<file path="src/rtl/dmem_wait_if.sv">
// Data-memory interface for the Memory stage with programmable wait states.
// Ports: clk, reset (sync, active-low); req/we/be/addr/wdata request from the
// M stage; rdata/ack/err registered completion; stall (combinational) to hazard unit.
module dmem_wait_if #(
    parameter int DEPTH       = 64,
    parameter int WAIT_STATES = 2
) (
    input  logic        clk,
    input  logic        reset,
    input  logic        req,
    input  logic        we,
    input  logic [3:0]  be,
    input  logic [31:0] addr,
    input  logic [31:0] wdata,
    output logic [31:0] rdata,
    output logic        ack,
    output logic        err,
    output logic        stall
);

    localparam int AW = $clog2(DEPTH);
    localparam logic [3:0] CNT_INIT =
        (WAIT_STATES == 0) ? 4'd0 : 4'(WAIT_STATES - 1);

    typedef enum logic [1:0] {
        IDLE,
        BUSY,
        DONE
    } state_t;

    state_t      state_q, state_d;
    logic [3:0]  cnt_q, cnt_d;
    logic        we_q, we_d;
    logic [3:0]  be_q, be_d;
    logic [31:0] addr_q, addr_d;
    logic [31:0] wdata_q, wdata_d;
    logic [31:0] rdata_q, rdata_d;
    logic        ack_q, ack_d;
    logic        err_q, err_d;

    logic [31:0] mem [DEPTH];

    logic          acc_we;
    logic [3:0]    acc_be;
    logic [31:0]   acc_addr;
    logic [31:0]   acc_wdata;
    logic [AW-1:0] acc_idx;
    logic          misaligned;
    logic          enter_done;
    logic          mem_we;

    // Upper address bits wrap; they intentionally feed nothing.
    logic unused_addr_bits;
    assign unused_addr_bits = ^{acc_addr[31:AW+2]};

    always_comb begin
        // In IDLE the live inputs are the access (needed when WAIT_STATES=0,
        // where the DONE-entry edge is the accept edge); later use the latch.
        if (state_q == IDLE) begin
            acc_we    = we;
            acc_be    = be;
            acc_addr  = addr;
            acc_wdata = wdata;
        end else begin
            acc_we    = we_q;
            acc_be    = be_q;
            acc_addr  = addr_q;
            acc_wdata = wdata_q;
        end
        acc_idx    = acc_addr[AW+1:2];
        misaligned = (acc_be == 4'hF) && (acc_addr[1:0] != 2'b00);

        state_d    = state_q;
        cnt_d      = cnt_q;
        we_d       = we_q;
        be_d       = be_q;
        addr_d     = addr_q;
        wdata_d    = wdata_q;
        rdata_d    = rdata_q;
        ack_d      = 1'b0;
        err_d      = 1'b0;
        enter_done = 1'b0;

        unique case (state_q)
            IDLE: begin
                if (req) begin
                    we_d    = we;
                    be_d    = be;
                    addr_d  = addr;
                    wdata_d = wdata;
                    cnt_d   = CNT_INIT;
                    if (WAIT_STATES == 0) begin
                        state_d    = DONE;
                        enter_done = 1'b1;
                    end else begin
                        state_d = BUSY;
                    end
                end
            end
            BUSY: begin
                if (cnt_q == 4'd0) begin
                    state_d    = DONE;
                    enter_done = 1'b1;
                end else begin
                    cnt_d = cnt_q - 4'd1;
                end
            end
            DONE: state_d = IDLE;
            default: state_d = IDLE;
        endcase

        if (enter_done) begin
            ack_d = 1'b1;
            err_d = misaligned;
            if (!acc_we) begin
                rdata_d = misaligned ? 32'h0 : mem[acc_idx];
            end
        end

        mem_we = enter_done && acc_we && !misaligned;
    end

    always_ff @(posedge clk) begin
        if (!reset) begin
            state_q <= IDLE;
            cnt_q   <= 4'd0;
            we_q    <= 1'b0;
            be_q    <= 4'h0;
            addr_q  <= 32'h0;
            wdata_q <= 32'h0;
            rdata_q <= 32'h0;
            ack_q   <= 1'b0;
            err_q   <= 1'b0;
        end else begin
            state_q <= state_d;
            cnt_q   <= cnt_d;
            we_q    <= we_d;
            be_q    <= be_d;
            addr_q  <= addr_d;
            wdata_q <= wdata_d;
            rdata_q <= rdata_d;
            ack_q   <= ack_d;
            err_q   <= err_d;
        end
    end

    // RAM is never cleared; a reset on the DONE-entry edge cancels the write.
    always_ff @(posedge clk) begin
        if (reset && mem_we) begin
            for (int i = 0; i < 4; i++) begin
                if (acc_be[i]) begin
                    mem[acc_idx][8*i +: 8] <= acc_wdata[8*i +: 8];
                end
            end
        end
    end

    assign stall = ((state_q == IDLE) && req) || (state_q == BUSY);
    assign rdata = rdata_q;
    assign ack   = ack_q;
    assign err   = err_q;

endmodule

</file>
<file path="config.mk">
export PLATFORM = sky130hd
export DESIGN_NAME = dmem_wait_if
export DESIGN_NICKNAME = d
export VERILOG_FILES = /design/src/rtl/dmem_wait_if.sv
export SDC_FILE = /design/constraint.sdc
export NUM_CORES = 2
export LEC_CHECK = 0
export ABC_CLOCK_PERIOD_IN_PS = 2740
export BUFFER_PORTS_ARGS = -buffer_cell sky130_fd_sc_hd__buf_4
export CAP_MARGIN = 0
export CORE_AREA = 4 4 410 412
export DETAILED_ROUTE_END_ITERATION = 10
export DIE_AREA = 0 0 414 416
export PLACE_DENSITY_LB_ADDON = 0.15
export REMOVE_ABC_BUFFERS = 1
export SLEW_MARGIN = 0
export SYNTH_ARGS = -nofsm -noshare
export SYNTH_HDL_FRONTEND = slang
export SYNTH_SLANG_ARGS = --single-unit
</file>
<file path="constraint.sdc">
create_clock -name clk -period 2.74 [get_ports clk]
set_clock_uncertainty 0.05 [all_clocks]
set_input_delay 0.137 -clock clk [delete_from_list [all_inputs] [get_ports clk]]
set_output_delay 0.137 -clock clk [all_outputs]
set_load 0.05 [all_outputs]
</file>
==> impl_summary.md <==
Place
The final weighted congestion in routability-driven placement is 0.8842. After legalization and detailed placement, the total HPWL measured 155800 µm. The quantity of I/O buffers inserted on ports is 82.

The instance area after placement is 92500 µm².

Critical path
The endpoint of the worst-slack reg-to-reg timing path is rdata[28]$_SDFFE_PN0P_. The largest fanout of any net on the critical path is 5. Measured in cells, the most critical reg-to-reg path has a length of 12. The category of the worst setup path capture point is a register. The worst register-to-register path begins at cnt_q[0]$_SDFFE_PN0P_. The register-to-register setup slack is -0.08 ns. The arrival time reported for the critical path endpoint is 3.55 ns. The classification of the worst setup path is register to register. At the worst endpoint, the required time is 3.47 ns. The worst setup path is launched from a register.

CTS
The post-CTS clock slew at the launch and capture registers of the worst setup and hold paths is 0.07 ns. The CTS tree is done. The CTS root buffer is sky130_fd_sc_hd__clkbuf_16. The clock sink count is 2133. At the later pin of the worst-skew pair, clock insertion delay measures 0.87 ns. Buffers inserted during clock tree synthesis total 211. The H-tree was split into 4 levels.

The clock passes through at most 3 buffers.

Logic synthesis
Counting flops and latches in the post-synthesis netlist gives 2133. The count of mapped cells out of synthesis is 5804. The biggest area contributor in the post-synthesis netlist is sky130_fd_sc_hd__edfxtp_1. Counting flops with a built-in enable in the synthesized netlist gives 2048.

The fraction of synthesized cell area taken by the top area cell type is 75.11%. For this run, the register share of the synthesized area comes to 77.19%. The most common cell in the synthesized netlist is sky130_fd_sc_hd__edfxtp_1. By area the synthesized netlist is led by sky130_fd_sc_hd__edfxtp_1, sky130_fd_sc_hd__nand2_1, sky130_fd_sc_hd__o22ai_1, sky130_fd_sc_hd__nand3_1, sky130_fd_sc_hd__dfxtp_1.

For this run, the leading register cell type out of synthesis is sky130_fd_sc_hd__edfxtp_1. Counting distinct cell types in the post-synthesis netlist gives 58. The synthesized area is 81870 µm². The mean area per synthesized cell is 14.11 µm². The number of warnings reported in the yosys synthesis log is 0. After synthesis, the most frequently instantiated cells are sky130_fd_sc_hd__edfxtp_1, sky130_fd_sc_hd__nand2_1, sky130_fd_sc_hd__nand3_1. For this run, asynchronously set or reset flops after synthesis account for 0%.

Timing
The final-report max-slew violation count is 0. At the pin with the least slew margin, the transition time is 0.7743 ns. Based on the critical path, the design can be clocked at up to 355.0 MHz. The remaining max-slew budget at the tightest pin is 48.38%. The final cycle utilization of the critical path is 102.8%. The number of hold violations in the final report is 0. The post-route setup TNS is -3.758 ns. The setup slack after layout is -0.07724 ns.

The post-route worst hold slack is 0.2141 ns. Setup violations remaining at the end of the flow were counted as 266. Setup repair after global routing could not meet its margin everywhere. The post-layout minimum cycle time is 2.817 ns.

Min path
The worst hold path passes through 4 cells. The source of the worst hold timing path is wdata[30]. The worst min-delay path category is input pin to register. The path with the worst hold slack has its endpoint at mem[45][30]$_DFFE_PP_.

Layout
Summing all non-filler instances in the final layout gives an area of 105900 µm². At the end of the flow the core is filled with cells to 64.41%. The area added between synthesis and finish is 29.36%. The total of fill cells in the finished design is 11830.

The fraction of layout instances using a drive strength above 1 is 26.73%. The layout net count is 6942. The count of inserted antenna diode cells is 0.

Run
The max-capacitance violation count is 0.

Run status
The final reports fail on negative setup slack. The run finished, with violations left.

Pwr
The total net switching power is 18.87 mW. The clock share of power is 38.3%. In this run, the combinational gates consume 13.0% of the power. Internal power comes to 56.42 mW.

Net switching is 25.06% of the power. The design draws 75.29 mW. The worst supply voltage drop on vdd is 720.7 µV. Registers are responsible for 48.7% of the overall power. The power density over cell area is 710.9 nW/µm². Summed over all cells, the static leakage comes to 36.96 nW.

Detailed routing
After detailed routing, the average wire length per cell comes to 28.35 µm. For this block, the via count after detailed routing is 56270. The vias per cell is 6.092. The initial DRC count is 6983. The total iterations of the first detailed-routing run is 7. After detailed routing, the total wire length is 261800 µm.

In this run the remaining antenna-violating nets after routing total 0. The final routed DRC violation total is 0.

Floorplan
The die footprint is 172200 µm². The starting density of the core is 49.79%. The count of pins on the block boundary is 107. The count of standard-cell rows is 149.

The die span in x is 414 µm. The floorplan core area is 164400 µm². The vertical die dimension is 416 µm.

GRT
The first global-routing pass estimated 366700 µm of wire. The global route total overflow is 0. The number of global-route vias before repair was 53930. Entering global routing, the biggest net connects 65 pins. Global routing used 28.65% of the available tracks. The number of antenna violations at the first check in global routing came to 7.
-- power groups by stage --
stage / clock network, mW / logic, mW / registers (mW)
final: 28.9 / 9.78 / 36.7
after global routing: 30.5 / 10.2 / 36.6
after CTS: 29.1 / 8.86 / 36.7
after detailed placement: 0 / 8.33 / 37.3
after global placement: 0 / 8.24 / 37.3
after floorplan: 0 / 3.95 / 37.5
-- cells by family (layout without fill, tap and decap cells) --
logic type | count (synthesis) | after routing | synth area share (%)
fa+ha+maj | 1 | 1 | 0.01528
compound gates | 916 | 916 | 7.565
buf+inv | 410 | 1653 | 2.265
mux | 120 | 120 | 1.469
flops | 2133 | 2133 | 77.19
simple gates | 2224 | 2225 | 11.50
-- state kept, by name (all words and copies together), names as in the netlist --
register and flops:
addr_q 8, err 1, state_q 2, we_q 1
be_q 4, cnt_q 4, rdata 32, ack 1
wdata_q 32, mem 2048
-- critical path, cell delays in order (launching register included) --
cell                      delay, ns
sky130_fd_sc_hd__dfxtp_2       0.33
sky130_fd_sc_hd__inv_2         0.06
sky130_fd_sc_hd__ha_4          0.12
sky130_fd_sc_hd__or3b_4        0.39
sky130_fd_sc_hd__nor2_4        0.14
sky130_fd_sc_hd__nand2_4       0.08
sky130_fd_sc_hd__buf_6         0.13
sky130_fd_sc_hd__or3_4         0.43
sky130_fd_sc_hd__buf_12        0.17
sky130_fd_sc_hd__buf_12        0.15
sky130_fd_sc_hd__buf_12        0.13
sky130_fd_sc_hd__nor4_4        0.37
sky130_fd_sc_hd__a22o_1        0.19
-- stage by stage --
stage / setup WS, ns / std cells
global placement: -0.4496 / 8606
CTS: -0.07067 / 9138
floorplan: -10.54 / 5400
global route: -0.1229 / 9237
finish: -0.07724 / 9237
detailed placement: -0.4700 / 8606
-- worst max path at each step --
stage,startpoint,to,slack (ns),cells after the start
after floorplan,state_q[1]$_SDFFE_PN0P_,mem[10][16]$_DFFE_PP_,-10.54,4
after global placement,state_q[1]$_SDFFE_PN0P_,rdata[6]$_SDFFE_PN0P_,-0.45,10
after detailed placement,state_q[1]$_SDFFE_PN0P_,rdata[6]$_SDFFE_PN0P_,-0.47,10
after CTS,state_q[0]$_SDFFE_PN0P_,rdata[28]$_SDFFE_PN0P_,-0.07,11
after global routing,state_q[1]$_SDFFE_PN0P_,rdata[15]$_SDFFE_PN0P_,-0.12,13
final,cnt_q[0]$_SDFFE_PN0P_,rdata[28]$_SDFFE_PN0P_,-0.08,12
-- layout make-up --
| class | count | area (µm²) | area share (%) |
|---|---|---|---|
| Clock buffer | 284 | 5707 | 5.388 |
| Sequential cell | 2133 | 63210 | 59.68 |
| Multi-Input combinational cell | 3262 | 19840 | 18.74 |
| Clock inverter | 108 | 1147 | 1.083 |
| Inverter | 6 | 22.52 | 0.02126 |
| Timing Repair Buffer | 1255 | 13240 | 12.50 |
| Tap cell | 2189 | 2739 | 2.586 |
-- layout by cell type, fill, tap and decap left out, types with 18 or more instances in the layout --
cell	n
sky130_fd_sc_hd__a21boi_0	47
sky130_fd_sc_hd__a21oi_1	92
sky130_fd_sc_hd__a31oi_1	148
sky130_fd_sc_hd__a31oi_2	47
sky130_fd_sc_hd__a32o_1	38
sky130_fd_sc_hd__a32oi_1	87
sky130_fd_sc_hd__buf_12	159
sky130_fd_sc_hd__buf_16	21
sky130_fd_sc_hd__buf_4	793
sky130_fd_sc_hd__buf_6	131
sky130_fd_sc_hd__buf_8	23
sky130_fd_sc_hd__bufinv_16	19
sky130_fd_sc_hd__clkbuf_1	60
sky130_fd_sc_hd__clkbuf_16	234
sky130_fd_sc_hd__clkinv_1	44
sky130_fd_sc_hd__clkinv_2	26
sky130_fd_sc_hd__dfxtp_1	80
sky130_fd_sc_hd__dlygate4sd3_1	102
sky130_fd_sc_hd__edfxtp_1	2048
sky130_fd_sc_hd__mux2i_1	117
sky130_fd_sc_hd__nand2_1	1204
sky130_fd_sc_hd__nand2_2	36
sky130_fd_sc_hd__nand3_1	372
sky130_fd_sc_hd__nor2_1	198
sky130_fd_sc_hd__nor2_4	28
sky130_fd_sc_hd__nor3_1	96
sky130_fd_sc_hd__nor3_2	98
sky130_fd_sc_hd__nor3_4	85
sky130_fd_sc_hd__o221ai_1	18
sky130_fd_sc_hd__o22ai_1	331
-- timing repair --
item	4_1_cts	5_1_grt
resized for setup	200	530
setup buffers	29	75
endpoints found under the hold margin	1596	0
endpoints found under the setup margin	1920	1563
pin swaps	22	127
hold buffers	102	0
gates cloned	9	29
-- layer usage --
layer  global-route usage, %  vias up  share of wire, %
met2                   46.13     3041                48
met4                   9.905        6               3.6
met3                   4.593      504               9.3
met1                   40.06    28380                39
met5                       0        -             0.016
li1                        -    24340                 -
(Power assumes the default switching activity.)
